==> config.mk <==
export PLATFORM = sky130hd
export DESIGN_NAME = div_unit
export DESIGN_NICKNAME = d
export VERILOG_FILES = /design/src/rtl/div_unit.sv
export SDC_FILE = /design/constraint.sdc
export NUM_CORES = 1
export LEC_CHECK = 0
export CAP_MARGIN = 20
export CORE_MARGIN = 2
export CORE_UTILIZATION = 50
export CTS_CLUSTER_DIAMETER = 150
export DETAILED_ROUTE_END_ITERATION = 8
export PLACE_DENSITY_LB_ADDON = 0.25
export SLEW_MARGIN = 20
export SYNTH_ARGS = -nofsm -noshare
export SYNTH_HDL_FRONTEND = slang
export SYNTH_SLANG_ARGS = --single-unit
export TNS_END_PERCENT = 30
==> constraint.sdc <==
create_clock -name clk -period 6.05 [get_ports clk]
set_input_delay 0.605 -clock clk [delete_from_list [all_inputs] [get_ports clk]]
set_output_delay 0.605 -clock clk [all_outputs]
set_load 0.02 [all_outputs]
==> src/rtl/div_unit.sv <==
// div_unit: multi-cycle radix-2 restoring integer divider for DIV / DIVU.
//
// It produces {HI = remainder, LO = quotient} for the HI/LO write path and
// holds the pipeline while it iterates, one quotient bit per clock.
//
// Ports:
//   clk        in   rising-edge clock
//   rst        in   asynchronous active-low reset
//   signed_div in   1 = DIV (signed), 0 = DIVU; sampled with start
//   opdata1    in   dividend (rs); sampled with start
//   opdata2    in   divisor (rt); sampled with start
//   start      in   divide request, accepted only while idle
//   annul      in   cancel (exception / flush), overrides everything else
//   result     out  {remainder, quotient}; valid while ready = 1, held afterwards
//   ready      out  one-cycle completion pulse
//   stall_div  out  combinational pipeline stall request
module div_unit #(
  parameter int WIDTH = 32
) (
  input  logic               clk,
  input  logic               rst,
  input  logic               signed_div,
  input  logic [WIDTH-1:0]   opdata1,
  input  logic [WIDTH-1:0]   opdata2,
  input  logic               start,
  input  logic               annul,
  output logic [2*WIDTH-1:0] result,
  output logic               ready,
  output logic               stall_div
);

  localparam int CW = $clog2(WIDTH);
  localparam logic [CW-1:0] CNT_LAST = CW'(WIDTH - 1);

  typedef enum logic [1:0] {
    IDLE    = 2'd0,
    DIVZERO = 2'd1,
    ON      = 2'd2,
    END     = 2'd3
  } state_t;

  // Two's-complement negation at operand width.
  function automatic logic [WIDTH-1:0] neg(input logic [WIDTH-1:0] v);
    neg = ~v + {{(WIDTH-1){1'b0}}, 1'b1};
  endfunction

  // Magnitude of an operand; unsigned operands pass through untouched.
  // The most negative value maps to 2^(WIDTH-1), which still fits unsigned.
  function automatic logic [WIDTH-1:0] mag(input logic [WIDTH-1:0] v, input logic sgn);
    if (sgn && v[WIDTH-1]) begin
      mag = neg(v);
    end else begin
      mag = v;
    end
  endfunction

  state_t             state_r;
  state_t             state_nxt_s;
  logic [WIDTH-1:0]   dvd_r;      // dividend magnitude, shifted out MSB first
  logic [WIDTH:0]     dsr_r;      // divisor magnitude, one extra bit of headroom
  logic [WIDTH:0]     rem_r;      // partial remainder
  logic [WIDTH-1:0]   quo_r;      // quotient bits shifted in LSB first
  logic [CW-1:0]      cnt_r;
  logic               quo_neg_r;
  logic               rem_neg_r;
  logic [2*WIDTH-1:0] result_r;
  logic               ready_r;

  logic               accept_s;
  logic               op1_neg_s;
  logic               op2_neg_s;
  logic [WIDTH+1:0]   partial_s;
  logic [WIDTH+1:0]   diff_s;
  logic               qbit_s;
  logic [WIDTH:0]     rem_nxt_s;
  logic [WIDTH-1:0]   quo_nxt_s;
  logic [WIDTH-1:0]   rem_low_s;
  logic [WIDTH-1:0]   quo_fix_s;
  logic [WIDTH-1:0]   rem_fix_s;

  // One restoring step: trial-subtract the divisor from the shifted remainder.
  always_comb begin
    accept_s  = (state_r == IDLE) && start && !annul;
    op1_neg_s = signed_div && opdata1[WIDTH-1];
    op2_neg_s = signed_div && opdata2[WIDTH-1];
    partial_s = {rem_r, dvd_r[WIDTH-1]};
    diff_s    = partial_s - {1'b0, dsr_r};
    // A clear top bit means the trial subtraction did not borrow.
    qbit_s    = ~diff_s[WIDTH+1];
    if (qbit_s) begin
      rem_nxt_s = diff_s[WIDTH:0];
    end else begin
      rem_nxt_s = partial_s[WIDTH:0];
    end
    quo_nxt_s = {quo_r[WIDTH-2:0], qbit_s};
    rem_low_s = rem_nxt_s[WIDTH-1:0];
    // Quotient sign is op1^op2; remainder follows the dividend's sign.
    quo_fix_s = quo_neg_r ? neg(quo_nxt_s) : quo_nxt_s;
    rem_fix_s = rem_neg_r ? neg(rem_low_s) : rem_low_s;
  end

  // Control state register.
  always_ff @(posedge clk or negedge rst) begin
    if (!rst) begin
      state_r <= IDLE;
    end else begin
      state_r <= state_nxt_s;
    end
  end

  // Next-state logic and stall request.
  always_comb begin
    state_nxt_s = state_r;
    stall_div   = accept_s || (state_r == ON) || (state_r == DIVZERO);
    if (annul) begin
      state_nxt_s = IDLE;
    end else begin
      case (state_r)
        IDLE: begin
          if (start) begin
            state_nxt_s = (opdata2 == {WIDTH{1'b0}}) ? DIVZERO : ON;
          end else begin
            state_nxt_s = IDLE;
          end
        end
        DIVZERO: state_nxt_s = END;
        ON: begin
          if (cnt_r == CNT_LAST) begin
            state_nxt_s = END;
          end else begin
            state_nxt_s = ON;
          end
        end
        END:     state_nxt_s = IDLE;
        default: state_nxt_s = IDLE;
      endcase
    end
  end

  // Operand capture, iteration and result registers.
  always_ff @(posedge clk or negedge rst) begin
    if (!rst) begin
      dvd_r     <= {WIDTH{1'b0}};
      dsr_r     <= {(WIDTH+1){1'b0}};
      rem_r     <= {(WIDTH+1){1'b0}};
      quo_r     <= {WIDTH{1'b0}};
      cnt_r     <= {CW{1'b0}};
      quo_neg_r <= 1'b0;
      rem_neg_r <= 1'b0;
      result_r  <= {(2*WIDTH){1'b0}};
      ready_r   <= 1'b0;
    end else begin
      // ready marks exactly the cycle spent in END; annul never reaches END.
      ready_r <= (state_nxt_s == END);
      case (state_r)
        IDLE: begin
          if (accept_s && (opdata2 != {WIDTH{1'b0}})) begin
            dvd_r     <= mag(opdata1, signed_div);
            dsr_r     <= {1'b0, mag(opdata2, signed_div)};
            rem_r     <= {(WIDTH+1){1'b0}};
            quo_r     <= {WIDTH{1'b0}};
            cnt_r     <= {CW{1'b0}};
            rem_neg_r <= op1_neg_s;
            quo_neg_r <= op1_neg_s ^ op2_neg_s;
          end
        end
        ON: begin
          if (!annul) begin
            dvd_r <= {dvd_r[WIDTH-2:0], 1'b0};
            rem_r <= rem_nxt_s;
            quo_r <= quo_nxt_s;
            cnt_r <= cnt_r + CW'(1);
            if (cnt_r == CNT_LAST) begin
              result_r <= {rem_fix_s, quo_fix_s};
            end
          end
        end
        DIVZERO: begin
          // Divide-by-zero result is architecturally unpredictable; pin it to 0.
          if (!annul) begin
            result_r <= {(2*WIDTH){1'b0}};
          end
        end
        default: begin
        end
      endcase
    end
  end

  assign result = result_r;
  assign ready  = ready_r;

endmodule
# Word-level counts from Yosys, hierarchy flattened
# Cells that the tools add are included.
classes:
  muxes: 26
  reduce_logical: 16
  n_addsub: 6
  eq_ne: 9
  n_bitwise: 6
op_table:
  columns: ["operator", "n"]
  rows:
  - ["two-way mux 32 bit", 6]
  - ["two-way mux 64 bit", 3]
  - ["adder 32 x 1 -> 32 bit (second input constant)", 4]
  - ["inverter 32 bit", 4]
  - ["one-hot mux 64 bit (2 select lines)", 1]
  - ["two-way mux 33 bit", 3]
  - ["one-hot mux 33 bit (2 select lines)", 1]
  - ["one-hot mux 32 bit (2 select lines)", 1]
  - ["two-way mux 31 bit", 2]
  - ["one-hot mux 31 bit (2 select lines)", 1]
  - ["subtractor 34 x 32 -> 34 bit", 1]
  - ["zero test 32 bit", 1]
  - ["nonzero test 32 bit", 1]
  - ["two-way mux 5 bit", 2]
  - ["one-hot mux 5 bit (2 select lines)", 1]
  - ["one-hot mux 2 bit (4 select lines)", 1]
  - ["equality test 2 bit (second input constant)", 3]
  - ["two-way mux 2 bit", 3]
  - ["adder 5 x 1 -> 5 bit (second input constant)", 1]
  - ["equality test 5 bit (second input constant)", 1]
  - ["logical AND 1 bit", 5]
  - ["!= test 2 x 1 -> 1 bit (second input constant)", 2]
  - ["!= test 2 bit (second input constant)", 2]
  - ["AND reduction 4 bit", 1]
  - ["10 further kinds", 12]
totals:
  word_cells: 73
  register_bits: 202
  output_inout_bits: 66
  inputBits: 69

# Depth between registers and ports, before layout
# Gate-level depths: netlist (run 1).
depth:
  ltp_word: 8
  ltp_mapped: 25
  mapped_depth_nobuf: 20

# Least setup slack after synthesis (run 1)
# Ideal clock, no wire load.
synth_path:
  path_kind: "reg2reg"
  from: "register rem_r[6]"
  to: "register result_r[60] (netlist: result[60])"
  arrival_time_ns: 4.674
  path_stages_with_launch: 25
  required_ns: 5.920
  slack_ns: 1.246
  period_less_slack_ns: 4.804
  setup_time_ns: 0.130
  n_path_buf: 5
  cell_sequence: "dfrtp_1 -> ha_1 -> buf_2 -> and3_1 -> nand2_1 -> a211o_1 -> a31o_1 -> a31oi_4 -> nor2_8 -> inv_8 -> buf_2 -> buf_2 -> buf_2 -> nor2_1 -> a21oi_1 -> ha_1 -> nand2_1 -> nor3_1 -> and3_1 -> mux2i_1 -> or3_1 -> buf_2 -> o41ai_2 -> xnor2_1 -> o21ai_1"
synth_via:
  elab_chain_cells: 8
synth_lines:
  columns: ["element", "line", "source"]
  rows:
  - ["start: declaration", "61", "logic [WIDTH:0] rem_r;"]
  - ["start signal: assignment", "145", "rem_r <= {(WIDTH+1){1'b0}};"]
  - ["start signal: assignment", "160", "rem_r <= {(WIDTH+1){1'b0}};"]
  - ["start signal: assignment", "170", "rem_r <= rem_nxt_s;"]
  - ["subtractor 34 x 32 -> 34 bit", "87", "diff_s = partial_s - {1'b0, dsr_r};"]
  - ["two-way mux 33 bit *", "90", "if (qbit_s) begin"]
  - ["inverter 32 bit", "44", "neg = ~v + {{(WIDTH-1){1'b0}}, 1'b1};"]
  - ["adder 32 x 1 -> 32 bit", "44", null]
  - ["two-way mux 32 bit *", "99", "rem_fix_s = rem_neg_r ? neg(rem_low_s) : rem_low_s;"]
  - ["two-way mux 64 bit *", "173", "if (cnt_r == CNT_LAST) begin"]
  - ["two-way mux 64 bit *", "168", "if (!annul) begin"]
  - ["one-hot mux 64 bit (2 select lines) *", "155", "case (state_r)"]
  - ["end signal: assignment", "150", "result_r <= {(2*WIDTH){1'b0}};"]
  - ["end signal: assignment", "174", "result_r <= {rem_fix_s, quo_fix_s};"]
  - ["end signal: assignment", "181", "result_r <= {(2*WIDTH){1'b0}};"]
  - ["end: declaration", "66", "logic [2*WIDTH-1:0] result_r;"]
# Mark *: on every way between the ends. The rest lies on a longest branch, timed or not. The select of a mux whose other input is x is not followed.
# A chain may end at the register's enable or synchronous reset.

# Worst setup path after layout (run 1)
layout_path:
  from: "register rem_r[5]"
  to: "register result_r[60] (netlist: result[60])"
# The elaborated chain is that of the path after synthesis.

==> results_dict.tcl, run 1 <==
set metrics [dict create \
    synth.cell_area_um2 13400 \
    synth_commonest_cells "311 x nand2_1, 207 x o21ai_0, 202 x dfrtp_1, 113 x a21oi_1, 100 x nor2_1" \
    synth_top_family_by_area "compound AO/OA/AOI/OAI gates" \
    crit_chain "ha_1 > and3_1 > nand2_1 > a211o_1 > a31o_1 > a31oi_4 > nor2_8 > inv_8 > mux2i_1 > ha_1 > nand2_1 > nor3_1 > and3_1 > mux2i_1 > or3_1 > o41ai_2 > xnor2_1 > o21ai_1" \
    yosys-mux-area-fraction 0.02493 \
    io_pins 135 \
    synth_most_common_cell "nand2_1" \
    synth_area_leaders "dfrtp_1 38%, nand2_1 8.7%, o21ai_0 7.7%" \
    r2r_end "result[60]$_DFFE_PN0P_" \
    syn_inst 1639 \
    grtUsageTotal 0.2453 \
    yosysSeqAreaShare 0.3772 \
    cts_buffers 23 \
    setup_slack_ns 1.003 \
    reg2regPathDepth 18 \
    p_per_area_nw_per_um2 378.2 \
    synth.distinct_cells 75 \
    cts_setup_buffers 0 \
    worst_pin_slew_ns 0.9703 \
    yosysTopAreaCell "dfrtp_1" \
    async_reset_ff_frac 1.000 \
    grt-ovfl-total 0 \
    ant_nets 0 \
    port-buffer-count 134 \
    synth_edf_count 0 \
    post-place-ws_ns 1.037 \
    root_buffer "clkbuf_16" \
    drt_iter0_drc 897 \
    cts_tree "yes" \
    synth-simple-area-share 0.1959 \
    clkSlewWorstSetupHoldPaths_ns 0.06 \
    cp_num_buf_inv 1 \
    rsz0062_at_grt "false" \
    dr_total_vias 12000 \
    cts_buffer_depth 3 \
    synthAdderAreaFrac 0.03977 \
    grt_pass1_vias 11090 \
    viasPerCell 5.807 \
    crit_type "flop to flop" \
    htreeDepth 1 \
    diodes 0 \
    irDropWorstVdd_mv 0.2855 \
    slew-limit-headroom 0.3492 \
    start_util 0.5114 \
    crit_arrival_ns 5.45 \
    hold_path.class "primary input to asynchronous set/reset pin" \
    ys_seq_elements 202 \
    r2r-start "rem_r[5]$_DFFE_PN0P_" \
    critPathTopFamily "simple AND/OR/NAND/NOR gates" \
    setup_viol 0 \
    cp_max_fo 46 \
    drtPass1Iterations 5 \
    syn_nets 1750 \
    drcViolationCount 0 \
    fin_crit_ns 5.047 \
    maxCapViolations 0 \
    crit_path_end_kind "flop" \
    max_stage_delay_ns 0.54 \
    clock_sinks 202 \
    required_ns 6.45 \
    die_h_um 167.7 \
    status "finished, final reports clean" \
    dpl.hpwl_um 25640 \
    synth_top_area_share 0.3772 \
    gp_congestion 0.9281 \
    fillCellCount 2354 \
    fp-row-count 59 \
    synth_warnings 0 \
    syn_avg_cell_area_um2 8.177 \
    reg2reg_slack_ns 1.00 \
    clock_latency_ns 0.53 \
    cellLeakagePower_nw 6.759 \
    final-max-slew-violation-count 0 \
    post-route-period-util 0.8342 \
    antenna_found_initial 0 \
    synthXorXnorAreaFrac 0.09019 \
    nNetsFinal 1827 \
    fin_area_um2 15660 \
    ctsHoldBuffers 0 \
    tns_ns 0 \
    grt_max_degree 73 \
    drt-total-wl_um 34590 \
    crit_path_start_kind "flop" \
    drive_gt1_frac 0.04503 \
    fmax_mhz 198.1 \
    finClkSkew_ns 0.02262 \
    synth_compound_area_frac 0.2269 \
    wl_per_cell_um 16.73 \
    ys.flop_type "dfrtp_1" \
    grt_first_pass_wirelength_um 56930 \
    post_cts_resized 0 \
    die-area_um2 28130 \
    die_w_um 167.7 \
    post_dp_cell_area_um2 14900 \
    core_um2 26210 \
    hold_violations 0 \
    cpMaxStageDelayCell "or3_1" \
    syn2layout_area_growth_pct 16.88 \
]
-- cell usage in the layout, fill, tap and decap left out, types with 4 or more instances in the layout --
master           Yosys  final
nand2_1            311    311
o21ai_0            207    207
dfrtp_1            202    202
clkdlybuf4s50_1      0    133
a21oi_1            113    113
nor2_1             100    100
xor2_1              74     74
o31ai_1             67     67
xnor2_1             64     64
inv_1               54     54
ha_1                41     40
nor3_1              34     33
mux2i_1             30     30
clkbuf_16            0     23
nor4_1              17     17
or3_1               16     16
a21o_1              15     15
nand3_1             15     15
and3_1              13     13
nand2b_1            13     12
a31oi_1             12     12
buf_4                1     11
and2_1              10     10
or4_1               10     10
a211oi_1             9      9
nand4_1              8      8
o22ai_1              6      6
o41ai_1              6      6
clkinv_2             0      6
o211ai_1             5      5
o21ai_1              5      5
nor2b_1              5      5
clkbuf_8             0      5
a211o_1              4      4
nand3b_1             4      4
o21bai_1             4      4
-- area by class of cell --
class / instances / area [um^2] / area share
Timing Repair Buffer: 146 / 1448 / 0.09242
Tap cell: 335 / 419.2 / 0.02676
Clock buffer: 30 / 641.9 / 0.04098
Sequential cell: 202 / 5055 / 0.3227
Inverter: 56 / 217.7 / 0.01390
Clock inverter: 11 / 126.4 / 0.008068
Multi-Input combinational cell: 1287 / 7756 / 0.4952
-- routing by layer --
metal  vias to the layer above  global-route usage  share of wire  wire length [um]
met1                      5621              0.3711           0.49             17060
met4                         0             0.04877          0.016               554
met3                        49             0.03545          0.062              2141
li1                       5958                   -              -                 -
met5                         -                   0              0                 0
met2                       375              0.3758           0.43             14830
-- registers in the layout, summed over array words and instances, names as in the netlist --
register   cells
state_r        2
ready          1
quo_r         31
dsr_r         32
cnt_r          5
result        64
quo_neg_r      1
rem_neg_r      1
rem_r         33
dvd_r         32
-- cells by family after synthesis --
kind of cell             count (synthesis)
AO/OA/AOI/OAI                          497
adder cells (fa/ha/maj)                 42
buffers and inverters                  150
AND/OR/NAND/NOR                        577
XOR/XNOR                               138
multiplexers                            33
flip-flops                             202
-- worst register-to-register path, cell delays in order (launching register included) --
cell and delay [ns]:
dfrtp_1 0.46, ha_1 0.49, and3_1 0.29, nand2_1 0.12, a211o_1 0.32, a31o_1 0.28
a31oi_4 0.32, nor2_8 0.08, inv_8 0.22, mux2i_1 0.35, ha_1 0.29, nand2_1 0.11
nor3_1 0.16, and3_1 0.17, mux2i_1 0.16, or3_1 0.54, o41ai_2 0.34, xnor2_1 0.17
o21ai_1 0.07
-- per-stage QoR --
| step | power (W) | hold WS (ns) | utilization | std cells |
|---|---|---|---|---|
| global route | 0.006319 | 0.1112 | 0.5977 | 2067 |
| CTS | 0.005899 | 0.1004 | 0.5977 | 2067 |
| global placement | 0.004435 | 0.4595 | 0.5684 | 2026 |
| floorplan | 0.003721 | 0.3094 | - | 1639 |
| finish | 0.005924 | 0.06459 | 0.5977 | 2067 |
| detailed placement | 0.004473 | 0.4660 | 0.5684 | 2026 |
-- power breakdown --
part           leakage (nW)  internal, W  switching (W)
registers              2.57      0.00151       0.000149
logic                  3.81      0.00104        0.00181
clock network         0.382     0.000839       0.000574
-- worst max path at each step --
stage / startpoint / end / cells past startpoint
floorplan: rem_r[6]$_DFFE_PN0P_ / result[60]$_DFFE_PN0P_ / 24
global placement: rem_r[5]$_DFFE_PN0P_ / result[60]$_DFFE_PN0P_ / 18
detailed placement: rem_r[5]$_DFFE_PN0P_ / result[60]$_DFFE_PN0P_ / 18
CTS: rem_r[5]$_DFFE_PN0P_ / result[60]$_DFFE_PN0P_ / 18
global route: rem_r[5]$_DFFE_PN0P_ / result[60]$_DFFE_PN0P_ / 18
finish: rem_r[5]$_DFFE_PN0P_ / result[60]$_DFFE_PN0P_ / 18
(Power assumes the default switching activity.)
==> inputs of run 2 (changes only) <==
Clock period 6.05 ns to 4.65 ns, I/O delays scaled along.
==> run 2 against run 1 <==
Net effect:
- critical path depth did not move
- via count grew 0.93%
- non-clock buffer count grew 28
- register-to-register slack got worse by 0.77 ns
- first-iteration DRC count grew 30%
- flip-flop and latch count unchanged
- final area is 2.4% higher
- clock skew is 0.0096 ns lower
- die area stayed put
- power is 35% higher
- maximum frequency grew 14%
- critical path type unchanged
- critical endpoint unchanged
- largest cell class unchanged
==> results_dict.tcl, run 2 (synthesis gave the netlist of run 1 again) <==
set metrics [dict create \
    largest_reg_flops 64 \
    drtPass1Iterations 5 \
    use_met1 0.3870 \
    viasPerCell 5.780 \
    cellLeakagePower_nw 6.918 \
    cts_buffer_depth 3 \
    final_common_cell "nand2_1" \
    post-place-ws_ns 0.1489 \
    clock_latency_ns 0.53 \
    root_buffer "clkbuf_16" \
    clock_power_share 0.237 \
    fp-row-count 59 \
    p_seq_frac 0.268 \
    gr-usage-met3 0.04278 \
    grt_first_pass_wirelength_um 59560 \
    timing.hold.ws_ns 0.4087 \
    crit_path_start_kind "flop" \
    die_h_um 167.7 \
    gp_congestion 0.9534 \
    io_pins 135 \
    start_util 0.5114 \
    hold_path.class "primary input to asynchronous set/reset pin" \
    dr_total_vias 12120 \
    crit_arrival_ns 4.81 \
    switchingPower_w 0.003428 \
    fmax_mhz 226.4 \
    irDropWorstVdd_mv 0.2608 \
    setup_slack_ns 0.2324 \
    die_w_um 167.7 \
    diodes 0 \
    p_sw_frac 0.4273 \
    fin_crit_ns 4.418 \
    ant_nets 0 \
    p_per_area_nw_per_um2 500.1 \
    crit_type "flop to flop" \
    htreeDepth 1 \
    finClkSkew_ns 0.01297 \
    drcViolationCount 0 \
    layout_common_cells "311 x nand2_1, 206 x o21ai_0, 202 x dfrtp_1" \
    busiest_layer "met2" \
    grt_pass1_vias 11260 \
    post-route-period-util 0.9500 \
    drt-total-wl_um 36710 \
    antenna_found_initial 0 \
    final-max-slew-violation-count 0 \
    required_ns 5.05 \
    clock_sinks 202 \
    maxCapViolations 0 \
    die-area_um2 28130 \
    status "finished, final reports clean" \
    setup_viol 0 \
    cp_max_fo 8 \
    syn2layout_area_growth_pct 19.69 \
    slew-limit-headroom 0.3285 \
    port-buffer-count 134 \
    cellInternalPower_w 0.004594 \
    drive_gt1_frac 0.06928 \
    clkSlewWorstSetupHoldPaths_ns 0.06 \
    nNetsFinal 1855 \
    drt_iter0_drc 1164 \
    grtUsageTotal 0.2588 \
    worst_pin_slew_ns 1.007 \
    grt_max_degree 121 \
    wl_per_cell_um 17.51 \
    cts_buffers 23 \
    grt_use_met2 0.3967 \
    core_um2 26210 \
    tns_ns 0 \
    crit_path_end_kind "flop" \
    hold_violations 0 \
    grt-ovfl-total 0 \
    cts_tree "yes" \
    dpl.hpwl_um 26890 \
    combPwrFrac 0.495 \
    power.total_w 0.008022 \
]
-- run 2: changes by cell type in the layout (fill, tap and decap cells not counted), moves of 3 or more --
cell / change
buf_4: +25
clkbuf_8: +3
ha_1: -8
ha_2: +3
ha_4: +5
-- run 2: per-stage QoR --
step / util / std cells / area [um^2]
3_5_place_dp: 0.5763 / 2051 / 15100
4_1_cts: 0.6068 / 2093 / 15900
3_3_place_gp: 0.5763 / 2051 / 15100
2_1_floorplan: - / 1639 / 13410
6_report: 0.6121 / 2096 / 16040
5_1_grt: 0.6121 / 2096 / 16040
-- run 2: power groups by stage --
| stage | Clock, W | Combinational (W) | Sequential, W |
|---|---|---|---|
| after detailed placement | 0 | 0.00383 | 0.00217 |
| final | 0.00190 | 0.00397 | 0.00215 |
| after CTS | 0.00193 | 0.00385 | 0.00214 |
| after floorplan | 0 | 0.00271 | 0.00215 |
| after global routing | 0.00201 | 0.00434 | 0.00218 |
| after global placement | 0 | 0.00382 | 0.00216 |
-- run 2: worst max-delay path, stage by stage, from the launching register on --
cell     delay [ns]
dfrtp_1        0.44
ha_2           0.44
and4_1         0.28
nand2_1        0.10
a211o_1        0.25
a31o_1         0.26
a31oi_4        0.29
nor2_8         0.08
inv_8          0.08
mux2i_2        0.26
ha_2           0.25
nand2_1        0.09
nor3_1         0.17
and3_1         0.18
mux2i_1        0.10
or3_4          0.46
o41ai_2        0.32
xnor2_1        0.15
o21ai_1        0.07
-- run 2: per-layer routing --
metal / up-vias / routed length, um
met5: - / 0
met4: 0 / 674
met3: 56 / 2871
met2: 431 / 15740
met1: 5640 / 17420
li1: 5988 / -
-- run 2: final timing paths --
kind	startpoint	to	slack [ns]	cells past startpoint
setup / recovery	rem_r[11]$_DFFE_PN0P_	result[60]$_DFFE_PN0P_	0.23	18
hold / removal	rst	dsr_r[2]$_DFFE_PN0P_	0.41	2
setup reg to reg	rem_r[11]$_DFFE_PN0P_	result[60]$_DFFE_PN0P_	0.23	18
hold reg to reg	result[45]$_DFFE_PN0P_	result[45]$_DFFE_PN0P_	0.48	2
max in group asynchronous	rst	rem_r[15]$_DFFE_PN0P_	3.38	3
min in group clk	result[45]$_DFFE_PN0P_	result[45]$_DFFE_PN0P_	0.48	2
-- run 2: cell type report --
| class | instances | area [um^2] |
|---|---|---|
| clock buffers | 32 | 679.4 |
| clock inverters | 10 | 121.4 |
| fillers | 2292 | 10170 |
| inverters | 56 | 217.7 |
| multi-input cells | 1287 | 7855 |
| flip-flops and latches | 202 | 5055 |
| well taps | 335 | 419.2 |
| repair buffers | 174 | 1693 |
-- run 2: what timing repair did --
| action | CTS | global route |
|---|---|---|
| hold buffers | 0 | 1 |
| gates resized for setup | 0 | 15 |
| buffers inserted | 0 | 1 |
| endpoints found under the hold margin | 0 | 28 |
| setup endpoints to repair | 0 | 7 |
==> inputs of run 3 (changes only) <==
Settings changed: CORE_UTILIZATION 50 to 58.
==> run 3 against run 2 <==
Net effect:
- count of clock-buffer cells in the layout unchanged
- critical endpoint is now result[56]$_DFFE_PN0P_
- core utilization increased by 9.2 points
- final area decreased by 0.66%
- largest power group unchanged
- clock skew decreased by 0.0020 ns
- global-route usage increased by 3.6 points
- setup slack improved by 0.0027 ns
- flip-flop and latch count unchanged
- clock power about the same
- highest routed layer unchanged
- critical path depth unchanged
- sequential share of layout area increased by 0.21 points
- critical path type unchanged
==> results_dict.tcl, run 3 (synthesis gave the netlist of run 1 again) <==
set metrics [dict create \
    status "finished, final reports clean" \
    start_util 0.5919 \
    setup_viol 0 \
    hold_violations 0 \
    cp_max_fo 6 \
    clock_sinks 202 \
    required_ns 5.06 \
    hold_path.class "primary input to asynchronous set/reset pin" \
    p_per_area_nw_per_um2 502.8 \
    core_um2 22640 \
    post-place-ws_ns 0.2417 \
    layout_common_cells "311 x nand2_1, 206 x o21ai_0, 202 x dfrtp_1" \
    nNetsFinal 1859 \
    tns_ns 0 \
    grt_pass1_vias 11480 \
    reg2reg_slack_ns 0.24 \
    power.total_w 0.008011 \
    drtPass1Iterations 6 \
    htreeDepth 1 \
    io_pins 135 \
    r2r-start "rem_r[1]$_DFFE_PN0P_" \
    maxCapViolations 0 \
    clkSlewWorstSetupHoldPaths_ns 0.06 \
    syn2layout_area_growth_pct 18.90 \
    setup_slack_ns 0.2351 \
    final-max-slew-violation-count 0 \
    port-buffer-count 134 \
    cts_buffer_depth 3 \
    reg2regPathDepth 18 \
    finClkSkew_ns 0.01094 \
    drcViolationCount 0 \
    antenna_found_initial 0 \
    root_buffer "clkbuf_16" \
    crit_path_end "result[56]$_DFFE_PN0P_" \
    fin_util 0.7038 \
    grt_first_pass_wirelength_um 58380 \
    clock_latency_ns 0.52 \
    grt_max_degree 120 \
    drt-total-wl_um 35850 \
    dpl.hpwl_um 26330 \
    worst_pin_slew_ns 0.9662 \
    die_w_um 156.0 \
    crit_path_end_kind "flop" \
    drt_iter0_drc 1001 \
    slew-limit-headroom 0.3559 \
    viasPerCell 6.023 \
    ant_nets 0 \
    ctsHoldBuffers 0 \
    dr_total_vias 12340 \
    largest_reg_flops 64 \
    grt-ovfl-total 0 \
    timing.hold.ws_ns 0.06328 \
    diodes 0 \
    fp-row-count 55 \
    gp_congestion 0.9577 \
    rsz0062_at_grt "false" \
    cts_buffers 23 \
    final_common_cell "nand2_1" \
    cellLeakagePower_nw 6.918 \
    irDropWorstVdd_mv 0.3396 \
    crit_path_start_kind "flop" \
    post-route-period-util 0.9494 \
    cts_tree "yes" \
    r2r_end "result[56]$_DFFE_PN0P_" \
    crit_type "flop to flop" \
    fin_crit_ns 4.415 \
    grtUsageTotal 0.2944 \
    fmax_mhz 226.5 \
    wl_per_cell_um 17.50 \
    drive_gt1_frac 0.06636 \
    die-area_um2 24340 \
    crit_arrival_ns 4.83 \
    die_h_um 156.0 \
    cp-startpoint "rem_r[1]$_DFFE_PN0P_" \
    fillCellCount 1813 \
]
-- run 3: power breakdown --
group / leakage (nW) / switching [W] / internal [W]
Combinational: 3.97 / 0.00247 / 0.00152
Clock: 0.381 / 0.000730 / 0.00114
Sequential: 2.57 / 0.000187 / 0.00197
Total: 6.92 / 0.00338 / 0.00463
-- run 3: worst max-delay path: stages (launching register included) --
cell      delay [ns]
dfrtp_1         0.44
ha_1            0.37
o211ai_1        0.13
a21o_1          0.25
a211o_1         0.35
a31o_1          0.27
a31oi_4         0.32
nor2_8          0.09
inv_8           0.07
mux2i_1         0.24
ha_2            0.23
nand2_1         0.08
nor3_1          0.17
and3_1          0.17
mux2i_1         0.10
or3_4           0.45
o31ai_2         0.25
xnor2_1         0.13
o31ai_2         0.22
-- run 3: metal layers --
layer	track usage	wire (um)	vias up
met5	0	0	-
met4	0.06378	617	0
met3	0.03861	2778	52
met2	0.4530	15590	470
met1	0.4453	16870	5786
li1	-	-	6027
-- run 3: cell type report --
type	instances	area [um^2]	area share
well taps	285	356.6	0.02238
multi-input cells	1287	7833	0.4916
repair buffers	178	1700	0.1067
clock inverters	8	122.6	0.007695
clock buffers	32	649.4	0.04075
inverters	56	217.7	0.01366
flip-flops and latches	202	5055	0.3172
-- run 3: worst min-delay path by stage --
stage	startpoint	endpoint	slack, ns	cells past startpoint
3_5_place_dp	result[15]$_DFFE_PN0P_	result[15]$_DFFE_PN0P_	0.47	2
2_1_floorplan	rst	cnt_r[0]$_DFFE_PN0P_	0.17	0
4_1_cts	rst	result[37]$_DFFE_PN0P_	0.12	1
3_3_place_gp	result[15]$_DFFE_PN0P_	result[15]$_DFFE_PN0P_	0.46	2
6_report	rst	result[37]$_DFFE_PN0P_	0.06	1
5_1_grt	rst	result[37]$_DFFE_PN0P_	0.17	1
-- run 3: what timing repair did --
item,in CTS,in global routing
setup buffers,0,1
endpoints found under the setup margin,0,5
gates resized for setup,0,10
-- run 3: stage by stage --
step	instance area (um^2)	instances
6_report	15930	2048
5_1_grt	15930	2048
4_1_cts	15860	2047
3_5_place_dp	15080	2007
3_3_place_gp	15080	2007
2_1_floorplan	13410	1639
